`src/rtl/led_pkg.sv`:
```
// led_pkg: shared mode encodings and counter sizing for the LED edge controller
package led_pkg;
    typedef enum logic [1:0] {
        MODE_RISE    = 2'd0,
        MODE_FALL    = 2'd1,
        MODE_BOTH    = 2'd2,
        MODE_STRETCH = 2'd3
    } mode_e;

    function automatic int cnt_width(input int stretch_cyc);
        return $clog2(stretch_cyc + 1);
    endfunction
endpackage

```
`src/rtl/edge_sync_det.sv`:
```
// edge_sync_det: two-flop synchroniser plus history flop giving one-cycle rise/fall pulses
module edge_sync_det #(
    parameter logic INIT_LEVEL = 1'b1
) (
    input  logic clk,
    input  logic rst_n,
    input  logic key_in,
    output logic rise,
    output logic fall
);
    logic s1_d, s2_d, h_d;
    logic s1_q, s2_q, h_q;
    // shift the raw input through the synchroniser and into the history flop
    always_comb begin
        s1_d = key_in;
        s2_d = s1_q;
        h_d  = s2_q;
    end
    // idle level on reset so no edge appears when reset releases
    always_ff @(posedge clk or negedge rst_n) begin
        if (!rst_n) begin
            s1_q <= INIT_LEVEL;
            s2_q <= INIT_LEVEL;
            h_q  <= INIT_LEVEL;
        end else begin
            s1_q <= s1_d;
            s2_q <= s2_d;
            h_q  <= h_d;
        end
    end
    assign rise = s2_q & ~h_q;
    assign fall = ~s2_q & h_q;
endmodule

```
`src/rtl/led_edge_ctrl.sv`:
```
// led_edge_ctrl: per-channel synchronised edge detection driving LEDs in toggle or pulse-stretch mode
module led_edge_ctrl
    import led_pkg::*;
#(
    parameter int   CH          = 4,
    parameter int   STRETCH_CYC = 50_000_000,
    parameter logic INIT_LEVEL  = 1'b1
) (
    input  logic          clk,
    input  logic          rst_n,
    input  logic [CH-1:0] key_in,
    input  logic [1:0]    mode,
    output logic [CH-1:0] led,
    output logic [CH-1:0] rise_pulse,
    output logic [CH-1:0] fall_pulse
);
    localparam int CW = cnt_width(STRETCH_CYC);
    localparam logic [CW-1:0] CNT_MAX = CW'(STRETCH_CYC);
    mode_e mode_d, mode_q;
    logic  mode_chg;
    // any mode change clears every channel for one cycle before the new mode acts
    always_comb begin
        mode_d   = mode_e'(mode);
        mode_chg = mode_d != mode_q;
    end
    // registered copy of the mode select
    always_ff @(posedge clk or negedge rst_n) begin
        if (!rst_n) mode_q <= MODE_RISE;
        else        mode_q <= mode_d;
    end
    for (genvar i = 0; i < CH; i++) begin : g_ch
        logic          rise, fall, tog, led_d, led_q;
        logic [CW-1:0] cnt_d, cnt_q;
        edge_sync_det #(.INIT_LEVEL(INIT_LEVEL)) u_det (
            .clk   (clk),
            .rst_n (rst_n),
            .key_in(key_in[i]),
            .rise  (rise),
            .fall  (fall)
        );
        assign rise_pulse[i] = rise;
        assign fall_pulse[i] = fall;
        assign led[i]        = led_q;
        // toggle on the selected edge, or retriggerable stretch that reloads on every rise
        always_comb begin
            tog   = mode_q == MODE_BOTH ? (rise | fall) : mode_q == MODE_FALL ? fall : rise;
            led_d = led_q;
            cnt_d = cnt_q;
            if (mode_chg) begin
                led_d = 1'b0;
                cnt_d = '0;
            end else if (mode_q == MODE_STRETCH) begin
                if (rise) begin
                    led_d = 1'b1;
                    cnt_d = CNT_MAX;
                end else if (cnt_q > CW'(1)) begin
                    cnt_d = cnt_q - CW'(1);
                end else if (cnt_q == CW'(1)) begin
                    led_d = 1'b0;
                    cnt_d = '0;
                end
            end else if (tog) begin
                led_d = ~led_q;
            end
        end
        // LED and stretch counter state
        always_ff @(posedge clk or negedge rst_n) begin
            if (!rst_n) begin
                led_q <= 1'b0;
                cnt_q <= '0;
            end else begin
                led_q <= led_d;
                cnt_q <= cnt_d;
            end
        end
    end
endmodule

```
`config.mk`:
```
export PLATFORM = sky130hd
export DESIGN_NAME = led_edge_ctrl
export DESIGN_NICKNAME = d
export VERILOG_FILES = /design/src/rtl/led_pkg.sv /design/src/rtl/edge_sync_det.sv /design/src/rtl/led_edge_ctrl.sv
export SDC_FILE = /design/constraint.sdc
export NUM_CORES = 1
export LEC_CHECK = 0
export ABC_CLOCK_PERIOD_IN_PS = 3400
export CORE_ASPECT_RATIO = 1.75
export CORE_MARGIN = 2
export CORE_UTILIZATION = 45
export DETAILED_ROUTE_END_ITERATION = 12
export GPL_TIMING_DRIVEN = 0
export MAX_ROUTING_LAYER = met4
export PLACE_DENSITY = 0.59
export SYNTH_ARGS = -nofsm -noshare
export SYNTH_HDL_FRONTEND = slang
export SYNTH_SLANG_ARGS = --single-unit
```
`constraint.sdc`:
```
create_clock -name clk -period 3.4 [get_ports clk]
set_input_delay 0.34 -clock clk [delete_from_list [all_inputs] [get_ports clk]]
set_output_delay 0.34 -clock clk [all_outputs]
set_load 0.01 [all_outputs]
```
# Word level (Yosys, flattened, before mapping)
# Cells that the tools add are included.
[word_totals]
inputBits = 8
ff_bits = 122
[op_classes]
addsub = 4
mux = 52
reduce_logical = 17
bitwise_logic = 24
eq_ne = 16
magnitude_cmp = 4
[op_table]
columns = ["operator", "n"]
rows = [
  ["26-bit 2-to-1 mux", 20],
  ["26-bit by 1-bit == test with 1-bit output, second input constant", 4],
  ["26-bit by 1-bit greater-than comparator with 1-bit output, second input constant", 4],
  ["26-bit by 1-bit subtractor with 26-bit output, second input constant", 4],
  ["1-bit 2-to-1 mux", 32],
  ["4-bit by 3-bit inequality test with 1-bit output, second input constant", 4],
  ["4-bit inequality test, second input constant", 4],
  ["4-bit nonzero test", 4],
  ["1-bit NOT", 12],
  ["3-bit AND reduction", 4],
  ["3-bit nonzero test", 4],
  ["1-bit AND", 8],
  ["2-bit AND reduction", 4],
  ["2-bit == test, second input constant", 2],
  ["1-bit bitwise OR", 4],
  ["2-bit by 1-bit == test with 1-bit output, second input constant", 1],
  ["2-bit inequality test", 1],
  ["2-bit nonzero test", 1],
]

# Logic depth before layout (Yosys ltp)
[depth]
depth_word = 7
mapped_depth = 10
mapped_depth_nobuf = 8

# Hierarchy
# Synthesis repeated with hierarchy kept, for this count alone.
[unflattened]
hier_cells = 859
area_unflattened_um2 = 7324.5
[by_module_without_submodules]
columns = ["mod", "area_per_inst_um2", "seq_area_each_um2", "cells_each", "n_inst"]
rows = [
  ["led_edge_ctrl", 6949.2, 2752.6, 839, 1],
  ["edge_sync_det", 93.8, 78.8, 5, 4],
]

# Worst setup path after synthesis
# Ideal clock, no wire load.
[synth_path]
kind = "register to register"
startpoint = "register g_ch[1].cnt_q[6]"
endpoint = "register g_ch[1].cnt_q[23]"
period_less_slack_ps = 2474
path_stages_with_launch = 10
slack_ps = 926
path_buffers = 3
arrival_time_ps = 2349
cell_sequence = "dfrtp_1 > or4_4 > buf_6 > or3_1 > buf_6 > nor4_4 > buf_6 > a211oi_2 > o21ai_2 > o21ai_1"
[synth_between]
elab_chain_cells = 5
word_cells_on_any_way = 9
cone_classes = "add/sub: 1; order compare: 1; eq/ne: 1; mux: 4; reduce/logical: 2"
[synth_rtl]
columns = ["element", "line", "source"]
rows = [
  ["start, declared", "led_edge_ctrl.sv:33", "logic [CW-1:0] cnt_d, cnt_q;"],
  ["start signal, assigned", "led_edge_ctrl.sv:73", "cnt_q <= cnt_d;"],
  ["26-bit by 1-bit subtractor with 26-bit output / 26-bit by 1-bit greater-than comparator with 1-bit output (equally long branches)", "led_edge_ctrl.sv:57, led_edge_ctrl.sv:56", ""],
  ["26-bit 2-to-1 mux", "led_edge_ctrl.sv:56", "end else if (cnt_q > CW'(1)) begin"],
  ["26-bit 2-to-1 mux", "led_edge_ctrl.sv:53", "if (rise) begin"],
  ["26-bit 2-to-1 mux", "led_edge_ctrl.sv:52", "end else if (mode_q == MODE_STRETCH) begin"],
  ["26-bit 2-to-1 mux", "led_edge_ctrl.sv:49", "if (mode_chg) begin"],
]
# Parallel ways exist; a longest one is shown, timed or not. The select of a mux whose other input is x is not followed.
# A chain may end at the register's enable or synchronous reset.

# Final worst setup path
[layout_path]
startpoint = "register g_ch[3].cnt_q[11]"
endpoint = "register g_ch[3].cnt_q[8]"
[layout_between]
elab_chain_cells = 5
word_cells_on_any_way = 8
cone_classes = "order compare: 1; eq/ne: 1; mux: 4; reduce/logical: 2"
[layout_rtl]
columns = ["element", "line"]
rows = [
  ["start, declared", "led_edge_ctrl.sv:33"],
  ["start signal, assigned", "led_edge_ctrl.sv:73"],
  ["26-bit by 1-bit greater-than comparator with 1-bit output", "led_edge_ctrl.sv:56"],
  ["26-bit 2-to-1 mux", "led_edge_ctrl.sv:56"],
  ["26-bit 2-to-1 mux", "led_edge_ctrl.sv:53"],
  ["26-bit 2-to-1 mux", "led_edge_ctrl.sv:52"],
  ["26-bit 2-to-1 mux", "led_edge_ctrl.sv:49"],
]
# Parallel ways exist; a longest one is shown, timed or not. The select of a mux whose other input is x is not followed.

==> tab_implementation.tex <==
\begin{tabular}{lr}
\hline
Metric & Value \\
\hline
\multicolumn{2}{l}{\textbf{Setup path}} \\
Type of origin of the critical path & flop \\
Required time of the worst setup path & 3.75 ns \\
Setup Crit Path Kind & reg -> reg \\
Setup slack of the most critical reg-to-reg path & 0.41 ns \\
Data arrival time of the critical path & 3.34 ns \\
Category of the worst setup path capture point & flop \\
Maximum fanout along the worst path & 10 \\
\multicolumn{2}{l}{\textbf{Layout}} \\
Layout Cells excl Fill & 1101 \\
Fraction of final layout cells sized beyond drive strength 1 & 0.0987 \\
\# nets final & 923 \\
Area grow syn2layout & 15.7\% \\
Antenna fix cells & 0 \\
\multicolumn{2}{l}{\textbf{Drt}} \\
Aggregate routed wire length & 21700 um \\
Wire length per cell & 19.7 um \\
DRC viols & 0 \\
Vias per cell & 6.27 \\
Number of search-and-repair iterations in the first detailed-routing pass & 6 \\
Starting DRC count in detailed routing & 353 \\
Via total after detailed routing & 6902 \\
Antenna viol nets, final & 0 \\
\multicolumn{2}{l}{\textbf{Logic synthesis}} \\
Number of distinct standard cells referenced by the synthesized netlist & 70 \\
Cell area after synthesis & 7370 um2 \\
Predominant post-synthesis flop cell & sky130\_fd\_sc\_hd\_\_dfrtp\_1 \\
Count of state elements after synthesis & 122 \\
Post-synthesis sequential area ratio & 0.416 \\
Async SR Flop Fraction & 1.00 \\
Post-synthesis area per instance & 8.58 um2 \\
EDFF count, synth & 0 \\
Synthesized netlist cell count & 859 \\
Synth Net Count & 883 \\
Synthesis warning total & 0 \\
\multicolumn{2}{l}{\textbf{Global route}} \\
Pin count of the biggest net entering global routing & 68 \\
Number of global-route vias before repair & 7015 \\
Residual overflow from global routing & 0 \\
Global-route wire length before repair & 35900 um \\
Number of antenna violations at the first check in global routing & 0 \\
Combined global-route utilization of all metal layers & 0.267 \\
\multicolumn{2}{l}{\textbf{STA}} \\
Max-slew violations & 0 \\
Final Critical Period & 2.99 ns \\
Highest achievable clock rate & 0.334 GHz \\
Transition at the pin with the smallest max-transition slack & 1.35 ns \\
Unrepaired setup endpoints after global routing & no \\
Final setup violation count & 0 \\
Tcrit/Tclk final & 0.880 \\
Final setup slack of the worst path & 0.410 ns \\
Number of hold-slack violations in the final timing report & 0 \\
Post-Route Skew & 0.00707 ns \\
Worst max-slew margin expressed relative to the limit & 0.0894 \\
\multicolumn{2}{l}{\textbf{Floorplanning}} \\
Area of the placeable core & 16000 um2 \\
Standard-cell rows & 61 \\
Die Span Y & 173 um \\
Starting utilization of the core area & 0.462 \\
Die Outline Area & 17500 um2 \\
Top-Level Pins & 20 \\
Horizontal die dimension & 101 um \\
\multicolumn{2}{l}{\textbf{Pwr}} \\
Design Power & 9720 uW \\
Maximum ir drop on the vdd rail & 616 uV \\
Power density relative to cell area & 1140 nW/um2 \\
Static leakage power & 0.00372 uW \\
\multicolumn{2}{l}{\textbf{Placed design}} \\
Number of placed cells counting well taps & 1068 \\
RePlAce Congestion & 0.942 \\
Total half-perimeter wirelength after legalization and detailed placement & 15600 um \\
Number of buffers inserted by port buffering & 19 \\
Worst slack at placement & 0.150 ns \\
\multicolumn{2}{l}{\textbf{Outcome}} \\
Outcome & complete, no violations \\
\multicolumn{2}{l}{\textbf{CTS}} \\
CTS HTree Levels & 4 \\
TritonCTS clock tree & built \\
Worst-Skew Late Latency & 0.43 ns \\
CTS clock-pin slew for the worst setup and hold paths & 0.06 ns \\
Number of buffers created by CTS & 17 \\
Clock sink total & 122 \\
Clock root buffer & sky130\_fd\_sc\_hd\_\_clkbuf\_16 \\
Maximum count of clock buffers along a single path & 2 \\
\multicolumn{2}{l}{\textbf{Flow run}} \\
Number of max-cap violations & 0 \\
\multicolumn{2}{l}{\textbf{Worst hold path}} \\
Hold crit path type & in -> reg \\
\hline
\end{tabular}
==> registers in the layout (all words and copies together) (netlist names) <==
register	flops
g_ch.cnt_q	104
mode_q	2
g_ch.u_det.h_q	4
g_ch.u_det.s1_q	4
g_ch.u_det.h_d	4
g_ch.led_q	4
==> cells in the mapped netlist (all sizes together), types with 5 or more instances <==
cell type	count	area, um2
o21ai	86	434
nor3b	6	45.0
dfrtp	110	2750
inv	28	105
xnor2	10	87.6
a311oi	7	61.3
ha	16	200
nor2	95	362
or3	19	119
o22ai	7	43.8
a41oi	5	43.8
nand2b	8	50.1
o211ai	9	67.6
and3	12	75.1
nor3	51	260
nand3	28	140
a31oi	20	125
nand2	64	240
buf	22	158
o31ai	12	95.1
xor2	26	228
nor2b	5	31.3
a21oi	53	265
clkbuf	32	123
nand3b	5	37.5
nor4	26	226
nand4	15	93.8
or4	14	109
a211oi	12	95.1
dfstp	12	315
==> stage by stage <==
step                hold WS (ns)  setup TNS [ns]  area [um2]   util
detailed placement         0.341               0        7820  0.490
global route               0.320               0        8520  0.534
CTS                        0.319               0        8520  0.534
floorplan                 0.0444               0        7370      -
global placement           0.347         -332.71        7790  0.489
finish                     0.322               0        8520  0.534
==> cells in the final DEF, fill, tap and decap left out, drive strengths merged, types with 7 or more instances in the layout <==
cell           Yosys  final
a211oi            12     12
a21oi             53     53
a311oi             7      7
a31oi             20     20
and3              12     12
buf               22     24
clkbuf            32     52
clkdlybuf4s50      0     18
clkinv             1      7
dfrtp            110    110
dfstp             12     12
ha                16     16
inv               28     28
nand2             64     64
nand2b             8      8
nand3             28     28
nand4             15     15
nor2              95     95
nor3              51     51
nor4              26     26
o211ai             9      9
o21ai             86     86
o22ai              7      7
o31ai             12     12
or3               19     19
or4               14     14
xnor2             10     10
xor2              26     26
==> worst paths after layout <==
path / start / end / depth (start not counted)
min in group asynchronous: rst_n / g_ch[2].cnt_q[14] / 2
max reg2reg: g_ch[3].cnt_q[11] / g_ch[3].cnt_q[8] / 8
min reg2reg: g_ch[1].u_det.s1_q / g_ch[1].u_det.h_d / 0
max in group asynchronous: rst_n / g_ch[3].u_det.h_d / 3
max: g_ch[3].cnt_q[11] / g_ch[3].cnt_q[8] / 8
min: key_in[0] / g_ch[0].u_det.s1_q / 1
==> routing by layer <==
metal	vias to the layer above	global-route usage	share of wire
met4	0	0.125	0.037
li1	3247	-	-
met2	257	0.436	0.52
met5	-	-	0
met3	54	0.0460	0.045
met1	3344	0.316	0.40
==> kinds of logic (layout without fill, tap and decap cells) <==
logic type / Yosys count / after routing / share of synthesized area
buf+inv: 83 / 136 / 0.0528
simple gates: 363 / 363 / 0.259
fa+ha+maj: 16 / 16 / 0.0272
xor+xnor: 36 / 36 / 0.0428
flops: 122 / 122 / 0.416
compound gates: 235 / 235 / 0.196
mux: 4 / 4 / 0.00560
==> worst max-delay path, cell delays in order, from the launching register on <==
cell	delay [ns]
sky130_fd_sc_hd__dfrtp_1	0.42
sky130_fd_sc_hd__nor3_1	0.53
sky130_fd_sc_hd__and3_1	0.24
sky130_fd_sc_hd__clkbuf_2	0.19
sky130_fd_sc_hd__nand4_1	0.34
sky130_fd_sc_hd__a21oi_2	0.56
sky130_fd_sc_hd__buf_2	0.35
sky130_fd_sc_hd__o21ai_0	0.14
sky130_fd_sc_hd__a21oi_1	0.13
==> power by group <==
group	leakage [uW]	switching, uW	total (uW)	internal (uW)
clock	0.000340	688	2120	1430
sequential	0.00163	314	2060	1740
combinational	0.00175	3550	5540	1990
==> timing repair <==
| action | in CTS | in global routing |
|---|---|---|
| buffers inserted | 0 | 0 |
| gates resized for setup | 0 | 1 |
| endpoints found under the hold margin | 49 | 0 |
| hold buffers | 1 | 0 |
| endpoints found under the setup margin | 0 | 6 |
==> area by class of cell <==
type,instances,area (um2)
multi-input combinational,654,3910
timing repair buffer,21,229
tap,189,236
clock buffer,20,467
fill,1471,7430
buffer,54,280
sequential,122,3070
inverter,29,109
clock inverter,12,218
(Power assumes the default switching activity.)
